**src/rtl/btn_pkg.sv**
```systemverilog
// btn_pkg: shared state encoding and default 12 MHz timing for the button conditioner
package btn_pkg;

   typedef enum logic [1:0] {
      LOW    = 2'd0,
      PEND_H = 2'd1,
      HIGH   = 2'd2,
      PEND_L = 2'd3
   } btn_state_t;

   localparam int DEF_N_BTN           = 2;
   localparam int DEF_DEBOUNCE_CYCLES = 120000;
   localparam int DEF_LONG_CYCLES     = 12000000;

endpackage

```
**src/rtl/btn_debounce_ch.sv**
```systemverilog
// btn_debounce_ch: one button channel - synchroniser, debounce FSM, long-press timer, pulses
module btn_debounce_ch
   import btn_pkg::*;
#(
   parameter int DEBOUNCE_CYCLES = DEF_DEBOUNCE_CYCLES,
   parameter int LONG_CYCLES     = DEF_LONG_CYCLES
)(
   input  logic sysclk,
   input  logic rst_n,
   input  logic btn,
   output logic btn_q,
   output logic rise_p,
   output logic fall_p,
   output logic long_p
);

   localparam int DW = $clog2(DEBOUNCE_CYCLES);
   localparam int LW = $clog2(LONG_CYCLES);
   localparam logic [DW-1:0] D_LAST = DW'(DEBOUNCE_CYCLES - 1);
   localparam logic [LW-1:0] L_LAST = LW'(LONG_CYCLES - 1);

   logic          s1, s2;
   btn_state_t    state;
   logic [DW-1:0] dcnt;
   logic [LW-1:0] lcnt;
   logic          long_done;

   // two-flop synchroniser for the asynchronous pin
   always_ff @(posedge sysclk or negedge rst_n)
      if (!rst_n) begin
         s1 <= 1'b0;
         s2 <= 1'b0;
      end else begin
         s1 <= btn;
         s2 <= s1;
      end

   // debounce FSM with long-press timer; timer survives rejected releases
   always_ff @(posedge sysclk or negedge rst_n)
      if (!rst_n) begin
         state     <= LOW;
         dcnt      <= '0;
         lcnt      <= '0;
         long_done <= 1'b0;
         btn_q     <= 1'b0;
         rise_p    <= 1'b0;
         fall_p    <= 1'b0;
         long_p    <= 1'b0;
      end else begin
         rise_p <= 1'b0;
         fall_p <= 1'b0;
         long_p <= btn_q && !long_done && lcnt == L_LAST;
         if (btn_q && !long_done) begin
            if (lcnt == L_LAST) long_done <= 1'b1;
            else lcnt <= lcnt + LW'(1);
         end
         case (state)
            LOW:
               if (s2) begin
                  state <= PEND_H;
                  dcnt  <= DW'(1);
               end
            PEND_H:
               if (!s2) begin
                  state <= LOW;
                  dcnt  <= '0;
               end else if (dcnt == D_LAST) begin
                  state  <= HIGH;
                  btn_q  <= 1'b1;
                  rise_p <= 1'b1;
                  dcnt   <= '0;
               end else dcnt <= dcnt + DW'(1);
            HIGH:
               if (!s2) begin
                  state <= PEND_L;
                  dcnt  <= DW'(1);
               end
            PEND_L:
               if (s2) begin
                  state <= HIGH;
                  dcnt  <= '0;
               end else if (dcnt == D_LAST) begin
                  state     <= LOW;
                  btn_q     <= 1'b0;
                  fall_p    <= 1'b1;
                  dcnt      <= '0;
                  lcnt      <= '0;
                  long_done <= 1'b0;
               end else dcnt <= dcnt + DW'(1);
            default: state <= LOW;
         endcase
      end

endmodule

```
**src/rtl/btn_debounce.sv**
```systemverilog
// btn_debounce: conditions N_BTN raw push-button pins into clean levels and event pulses
module btn_debounce
   import btn_pkg::*;
#(
   parameter int N_BTN           = DEF_N_BTN,
   parameter int DEBOUNCE_CYCLES = DEF_DEBOUNCE_CYCLES,
   parameter int LONG_CYCLES     = DEF_LONG_CYCLES
)(
   input  logic             sysclk,
   input  logic             rst_n,
   input  logic [N_BTN-1:0] btn,
   output logic [N_BTN-1:0] btn_q,
   output logic [N_BTN-1:0] rise_p,
   output logic [N_BTN-1:0] fall_p,
   output logic [N_BTN-1:0] long_p
);

   genvar i;
   generate
      for (i = 0; i < N_BTN; i++) begin : g_ch
         btn_debounce_ch #(
            .DEBOUNCE_CYCLES(DEBOUNCE_CYCLES),
            .LONG_CYCLES    (LONG_CYCLES)
         ) u_ch (
            .sysclk(sysclk),
            .rst_n (rst_n),
            .btn   (btn[i]),
            .btn_q (btn_q[i]),
            .rise_p(rise_p[i]),
            .fall_p(fall_p[i]),
            .long_p(long_p[i])
         );
      end
   endgenerate

endmodule
```
**config.mk**
```make
export PLATFORM = sky130hd
export DESIGN_NAME = btn_debounce
export DESIGN_NICKNAME = d
export VERILOG_FILES = /design/src/rtl/btn_pkg.sv /design/src/rtl/btn_debounce_ch.sv /design/src/rtl/btn_debounce.sv
export SDC_FILE = /design/constraint.sdc
export NUM_CORES = 1
export LEC_CHECK = 0
export ABC_AREA = 1
export BUFFER_PORTS_ARGS = -buffer_cell sky130_fd_sc_hd__clkbuf_2
export CAP_MARGIN = 20
export CORE_UTILIZATION = 35
export CTS_CLUSTER_SIZE = 20
export DETAILED_ROUTE_END_ITERATION = 8
export GPL_TIMING_DRIVEN = 0
export PLACE_DENSITY = 0.58
export SKIP_LAST_GASP = 1
export SYNTH_ARGS = -nofsm -noshare
export SYNTH_HDL_FRONTEND = slang
export SYNTH_SLANG_ARGS = --single-unit
```
**constraint.sdc**
```tcl
create_clock -name sysclk -period 2 [get_ports sysclk]
set_clock_uncertainty 0.15 [all_clocks]
set_input_delay 0.5 -clock sysclk [delete_from_list [all_inputs] [get_ports sysclk]]
set_output_delay 0.5 -clock sysclk [all_outputs]
set_load 0.005 [all_outputs]
```
* Word level (Yosys, flattened, before mapping)
Index checks and enable logic that the tools add are counted.
W data, S select, Z words.
** Operators by class
- $add $sub $neg :: 4
- Equal/unequal tests :: 26
- Mux-type cells :: 66
- Reductions and logical operators :: 16
** Operators by type and width (number)
- $mux W24 :: 10
- $mux W17 :: 10
- $pmux W17 S4 :: 2
- $add A24 B1 Y24 const B :: 2
- $eq A24 B24 Y1 const B :: 2
- $add A17 B1 Y17 const B :: 2
- $eq A17 B17 Y1 const B :: 2
- $mux W1 :: 28
- $mux W2 :: 12
- $ne A2 B1 Y1 const B :: 8
- $pmux W2 S4 :: 2
- $reduce_and A5 Y1 :: 2
- $eq A2 B2 Y1 const B :: 4
- $ne A2 B2 Y1 const B :: 4
- $reduce_and A4 Y1 :: 2
- $ne A3 B1 Y1 const B :: 2
- $ne A3 B3 Y1 const B :: 2
- $eq A2 B1 Y1 const B :: 2
- $logic_and A1 B1 Y1 :: 4
- $logic_not A2 Y1 :: 2
- $pmux W1 S2 :: 2
- $reduce_and A2 Y1 :: 2
- $reduce_bool A2 Y1 :: 2
- $logic_not A1 Y1 :: 2
** Storage, ports and cells
- Register bits after elaboration :: 100
- Input port bits :: 4
- Word-level logic and storage cells :: 132

* Logic depth before layout (Yosys ltp)
- Depth in word-level cells :: 6
- Depth in mapped cells :: 11

* Hierarchy
Synthesis repeated with hierarchy kept, for this count alone.
** Second synthesis, totals
- Cells, all modules :: 847
- Area total of the unflattened synthesis :: 6187.2 um^2
** Modules (own cells, without submodules)
- btn_debounce_ch (g_ch[0].u_ch) :: times used 1, cells each 421, area each 3123.0 um^2, seq. area each 1251.2 um^2
- btn_debounce_ch (g_ch[1].u_ch) :: times used 1, cells each 426, area each 3064.2 um^2, seq. area each 1251.2 um^2

* Worst setup path after synthesis
OpenSTA, ideal clock, no wires.
- Path kind :: register -> register
- Start :: reg g_ch[0].u_ch.dcnt[0]
- End :: reg g_ch[0].u_ch.lcnt[12]
- Library setup time :: 0.118 ns
- Data arrival time :: 1.403 ns
- Required time :: 1.732 ns
- Path slack :: 0.329 ns
- Stages on the path, launching flop included :: 8
- Clock period less this slack :: 1.671 ns
- Path through :: dfrtp_1 -> ha_1 -> nand2_2 -> nor2_4 -> nand2_2 -> nor3_4 -> buf_6 -> nor2_1
** Between the ends
- Cells in the longest elaborated chain, start to end :: 4
** Ends and longest elaborated chain
- from (decl) :: line btn_debounce_ch.sv:24 : logic [DW-1:0] dcnt;
- from (signal assigned) :: line btn_debounce_ch.sv:72 : end else dcnt <= dcnt + DW'(1);
- from (signal assigned) :: line btn_debounce_ch.sv:89 : end else dcnt <= dcnt + DW'(1);
- $eq A17 B17 Y1 :: line btn_debounce_ch.sv:82 : end else if (dcnt == D_LAST) begin
- $mux W24 :: line btn_debounce_ch.sv:82
- $mux W24 :: line btn_debounce_ch.sv:79 : if (s2) begin
- $mux W24 :: line btn_debounce_ch.sv:57 : case (state)
- to (signal assigned) :: line btn_debounce_ch.sv:55 : else lcnt <= lcnt + LW'(1);
- to (decl) :: line btn_debounce_ch.sv:25 : logic [LW-1:0] lcnt;
Every way passes these cells.
A chain may end at the register's enable or synchronous reset.

* Worst setup path in the final report
- Start :: reg g_ch[1].u_ch.dcnt[1]
- End :: reg g_ch[1].u_ch.lcnt[20]
** Between the ends
- Cells in the longest elaborated chain, start to end :: 4
** Ends and longest elaborated chain (line)
- from (decl) :: btn_debounce_ch.sv:24
- from (signal assigned) :: btn_debounce_ch.sv:72
- from (signal assigned) :: btn_debounce_ch.sv:89
- $eq A17 B17 Y1 :: btn_debounce_ch.sv:82
- $mux W24 :: btn_debounce_ch.sv:82
- $mux W24 :: btn_debounce_ch.sv:79
- $mux W24 :: btn_debounce_ch.sv:57
- to (signal assigned) :: btn_debounce_ch.sv:55
- to (decl) :: btn_debounce_ch.sv:25
Every way passes these cells.

==> results.sh <==
export IMPL_run_status="complete, no violations"
export IMPL_drc=0
export IMPL_htreeDepth=3
export IMPL_finalHoldViolations=0
export IMPL_maxSlewViolCount=0
export IMPL_dieArea_sq_um=17900
export IMPL_placeableCoreArea_sq_um=16800
export IMPL_dp_slack_ps=-56.6
export IMPL_via_per_inst=4.74
export IMPL_die_h_um=134
export IMPL_synth_enable_flop_cells=0
export IMPL_synth_area_sq_um=6060
export IMPL_io_buffers=11
export IMPL_insertion_delay_ps=360
export IMPL_clk_pin_slew_ps=70
export IMPL_hpwl_um=9570
export IMPL_cp_buffers_inverters=1
export IMPL_slowest_delay_ps=390
export IMPL_cts_root_buf="clkbuf_16"
export IMPL_leakage_uw=0.00311
export IMPL_end_kind="register"
export IMPL_report_power_total_uw=4180
export IMPL_area_growth_pct=12.6
export IMPL_grt_pass1_wl_um=23900
export IMPL_synthAdderAreaFrac_pct=0.826
export IMPL_powerDensity_nw_per_um2=613
export IMPL_rr_worst_depth=7
export IMPL_crit_slowest_cell="dfrtp_1"
export IMPL_crit_path_start_kind="register"
export IMPL_dp_cells=1079
export IMPL_r2r_slack_ps=110
export IMPL_setup_viol=0
export IMPL_grt_pass1_vias=4961
export IMPL_fin_nets=884
export IMPL_setup_slack_ps=108
export IMPL_final_cell_count_no_fill=1101
export IMPL_cap_violations=0
export IMPL_fin_util_pct=40.7
export IMPL_ys_warn_count=0
export IMPL_synth_top_family_by_area="simple AND/OR/NAND/NOR gates"
export IMPL_rows=47
export IMPL_grt_overflow=0
export IMPL_drtPass1Iterations=5
export IMPL_synth_xor_area_share_pct=3.18
export IMPL_final_cell_mix="nand2_1, inv_1, nor2_1"
export IMPL_period_share_pct=94.6
export IMPL_timing_hold_ws_ps=90.6
export IMPL_avgRoutedWirePerCell_um=12.3
export IMPL_cp_startpoint="g_ch[1].u_ch.dcnt[1]$_DFFE_PN0P_"
export IMPL_ios=12
export IMPL_clock_fmax_mhz=528
export IMPL_endpoint="g_ch[1].u_ch.lcnt[20]$_DFF_PN0_"
export IMPL_dieWidth_um=134
export IMPL_grt_max_degree=101
export IMPL_ys_ff_latch=100
export IMPL_drt_total_wl_um=13600
export IMPL_syn_inst=848
export IMPL_r2r_end="g_ch[1].u_ch.lcnt[20]$_DFF_PN0_"
export IMPL_synthFlopType="dfrtp_1"
export IMPL_min_path_type="in -> async"
export IMPL_synth_nets=856
export IMPL_critPathArrivalTime_ps=1980
export IMPL_async_reset_ff_share_pct=100
export IMPL_cp_depth=7
export IMPL_fin_crit_ps=1890
export IMPL_diodes=0
export IMPL_tritoncts_num_buffers=9
export IMPL_antenna_found_initial=0
export IMPL_final_common_cell="nand2_1"
export IMPL_drt_iter0_drc=365
export IMPL_synth_seq_area_share_pct=41.3
export IMPL_worstPathCellList="ha_1 > nand4_1 > nor2_1 > nand3_2 > nor2_4 > buf_6 > a21oi_1"
export IMPL_post_synth_num_cell_types=39
export IMPL_start_util_pct=36.2
export IMPL_path_class="reg -> reg"
export IMPL_gp_congestion=0.834
export IMPL_critPathTopFamily="simple AND/OR/NAND/NOR gates"
export IMPL_cts_tree="done"
export IMPL_grt_use_total_pct=16.6
export IMPL_drtAntennaViolNets=0
export IMPL_synth_compound_area_share_pct=7.97
export IMPL_clock_sinks=100
export IMPL_syn_avg_cell_area_sq_um=7.15
export IMPL_yosys_area_share_simple_pct=37.0
export IMPL_crit_fanout=10
export IMPL_reg2reg_from="g_ch[1].u_ch.dcnt[1]$_DFFE_PN0P_"
export IMPL_cts_buffer_depth=2
export IMPL_vias=5220
export IMPL_cp_required_ps=2090
export IMPL_synthMuxAreaShare_pct=0
export IMPL_ir_drop_mv=0.431
export IMPL_tightestPinTransition_ps=804
export IMPL_drive_gt1_share_pct=10.8
export IMPL_maxSlewHeadroom_pct=46.4
sequential cells by signal, indices dropped and copies added, names as in the netlist, named ones only:
name                 cells
g_ch.u_ch.s1             2
g_ch.u_ch.btn_q          2
g_ch.u_ch.s2             2
g_ch.u_ch.fall_p         2
g_ch.u_ch.rise_p         2
g_ch.u_ch.state          2
g_ch.u_ch.dcnt          34
g_ch.u_ch.long_done      2
g_ch.u_ch.lcnt          48
g_ch.u_ch.long_p         2
cell type report:
class / instances / area, sq um
fill: 1748 / 9930
multi-input combinational: 606 / 3010
sequential: 100 / 2500
inverter: 125 / 469
tap: 220 / 275
clock buffer: 9 / 225
timing repair buffer: 17 / 121
buffer: 17 / 119
clock inverter: 7 / 104
logic make-up (layout without fill, tap and decap cells):
logic type	Yosys count	count (layout)
buffers and inverters	142	175
AND/OR/NAND/NOR	493	493
adder cells (fa/ha/maj)	4	4
AO/OA/AOI/OAI	87	87
XOR/XNOR	22	22
flip-flops	100	100
report_power, final:
part	switching, uW	internal, uW	total, uW
Combinational	89.5	36.5	126
Clock	875	1120	1990
Sequential	21.1	2040	2060
Total	986	3200	4180
cell usage after synthesis (2+ instances only):
| master | number | area [sq um] |
|---|---|---|
| nor2_4 | 9 | 101 |
| o22ai_1 | 10 | 62.6 |
| nor3_1 | 14 | 70.1 |
| a21oi_1 | 33 | 165 |
| o211ai_1 | 2 | 15.0 |
| xor2_1 | 15 | 131 |
| nor3_4 | 2 | 32.5 |
| nand2_1 | 235 | 882 |
| o21ai_0 | 28 | 140 |
| o21bai_1 | 4 | 30.0 |
| dfrtp_1 | 100 | 2500 |
| buf_6 | 3 | 33.8 |
| o21a_1 | 2 | 15.0 |
| nand3_2 | 4 | 40.0 |
| inv_1 | 120 | 450 |
| clkbuf_1 | 4 | 15.0 |
| nand3b_1 | 4 | 30.0 |
| ha_1 | 4 | 50.1 |
| buf_4 | 8 | 60.1 |
| nor3_2 | 3 | 30.0 |
| inv_2 | 4 | 15.0 |
| nor2_1 | 109 | 409 |
| xnor2_1 | 7 | 61.3 |
| nand2_2 | 7 | 43.8 |
| o21ai_1 | 3 | 15.0 |
| nand2_4 | 3 | 33.8 |
| nand3_1 | 64 | 320 |
| nor3b_1 | 2 | 15.0 |
| buf_2 | 2 | 10.0 |
| nand4_1 | 23 | 144 |
| nor2_2 | 12 | 75.1 |
how the worst min path moves through the flow:
stage / end / slack, ps
6_report: g_ch[1].u_ch.dcnt[2]$_DFFE_PN0P_ / 90
5_1_grt: g_ch[0].u_ch.s1$_DFF_PN0_ / 80
4_1_cts: g_ch[0].u_ch.s1$_DFF_PN0_ / 80
3_5_place_dp: g_ch[1].u_ch.s2$_DFF_PN0_ / 190
3_3_place_gp: g_ch[0].u_ch.s2$_DFF_PN0_ / 180
2_1_floorplan: asynchronous set/reset pin / 50
per-stage QoR:
step           TNS [ps]  instance area [sq um]
2_1_floorplan         0                   6060
6_report              0                   6830
3_3_place_gp    -119740                   6390
5_1_grt           -28.8                   6830
3_5_place_dp       -653                   6400
4_1_cts               0                   6770
routing by layer:
layer  global-route usage, %  vias to the layer above  wire length [um]
met5                       0                        -                 0
met4                    5.87                        0               185
met3                    2.05                       13               345
met2                    26.1                       64              6040
met1                    23.4                     2401              7010
li1                        -                     2742                 -
what timing repair did:
| action | CTS | global route |
|---|---|---|
| pin swaps | 2 | 2 |
| gates resized for setup | 0 | 7 |
| endpoints found under the hold margin | 0 | 0 |
| setup buffers | 3 | 3 |
| endpoints found under the setup margin | 16 | 39 |
| hold buffers | 0 | 0 |
worst reg2reg max path, cell delays in order (launching register included):
cell and delay [ps]:
dfrtp_1 390, ha_1 230, nand4_1 210, nor2_1 180
nand3_2 140, nor2_4 230, buf_6 190, a21oi_1 60
Power figures use the tool's default switching activity.
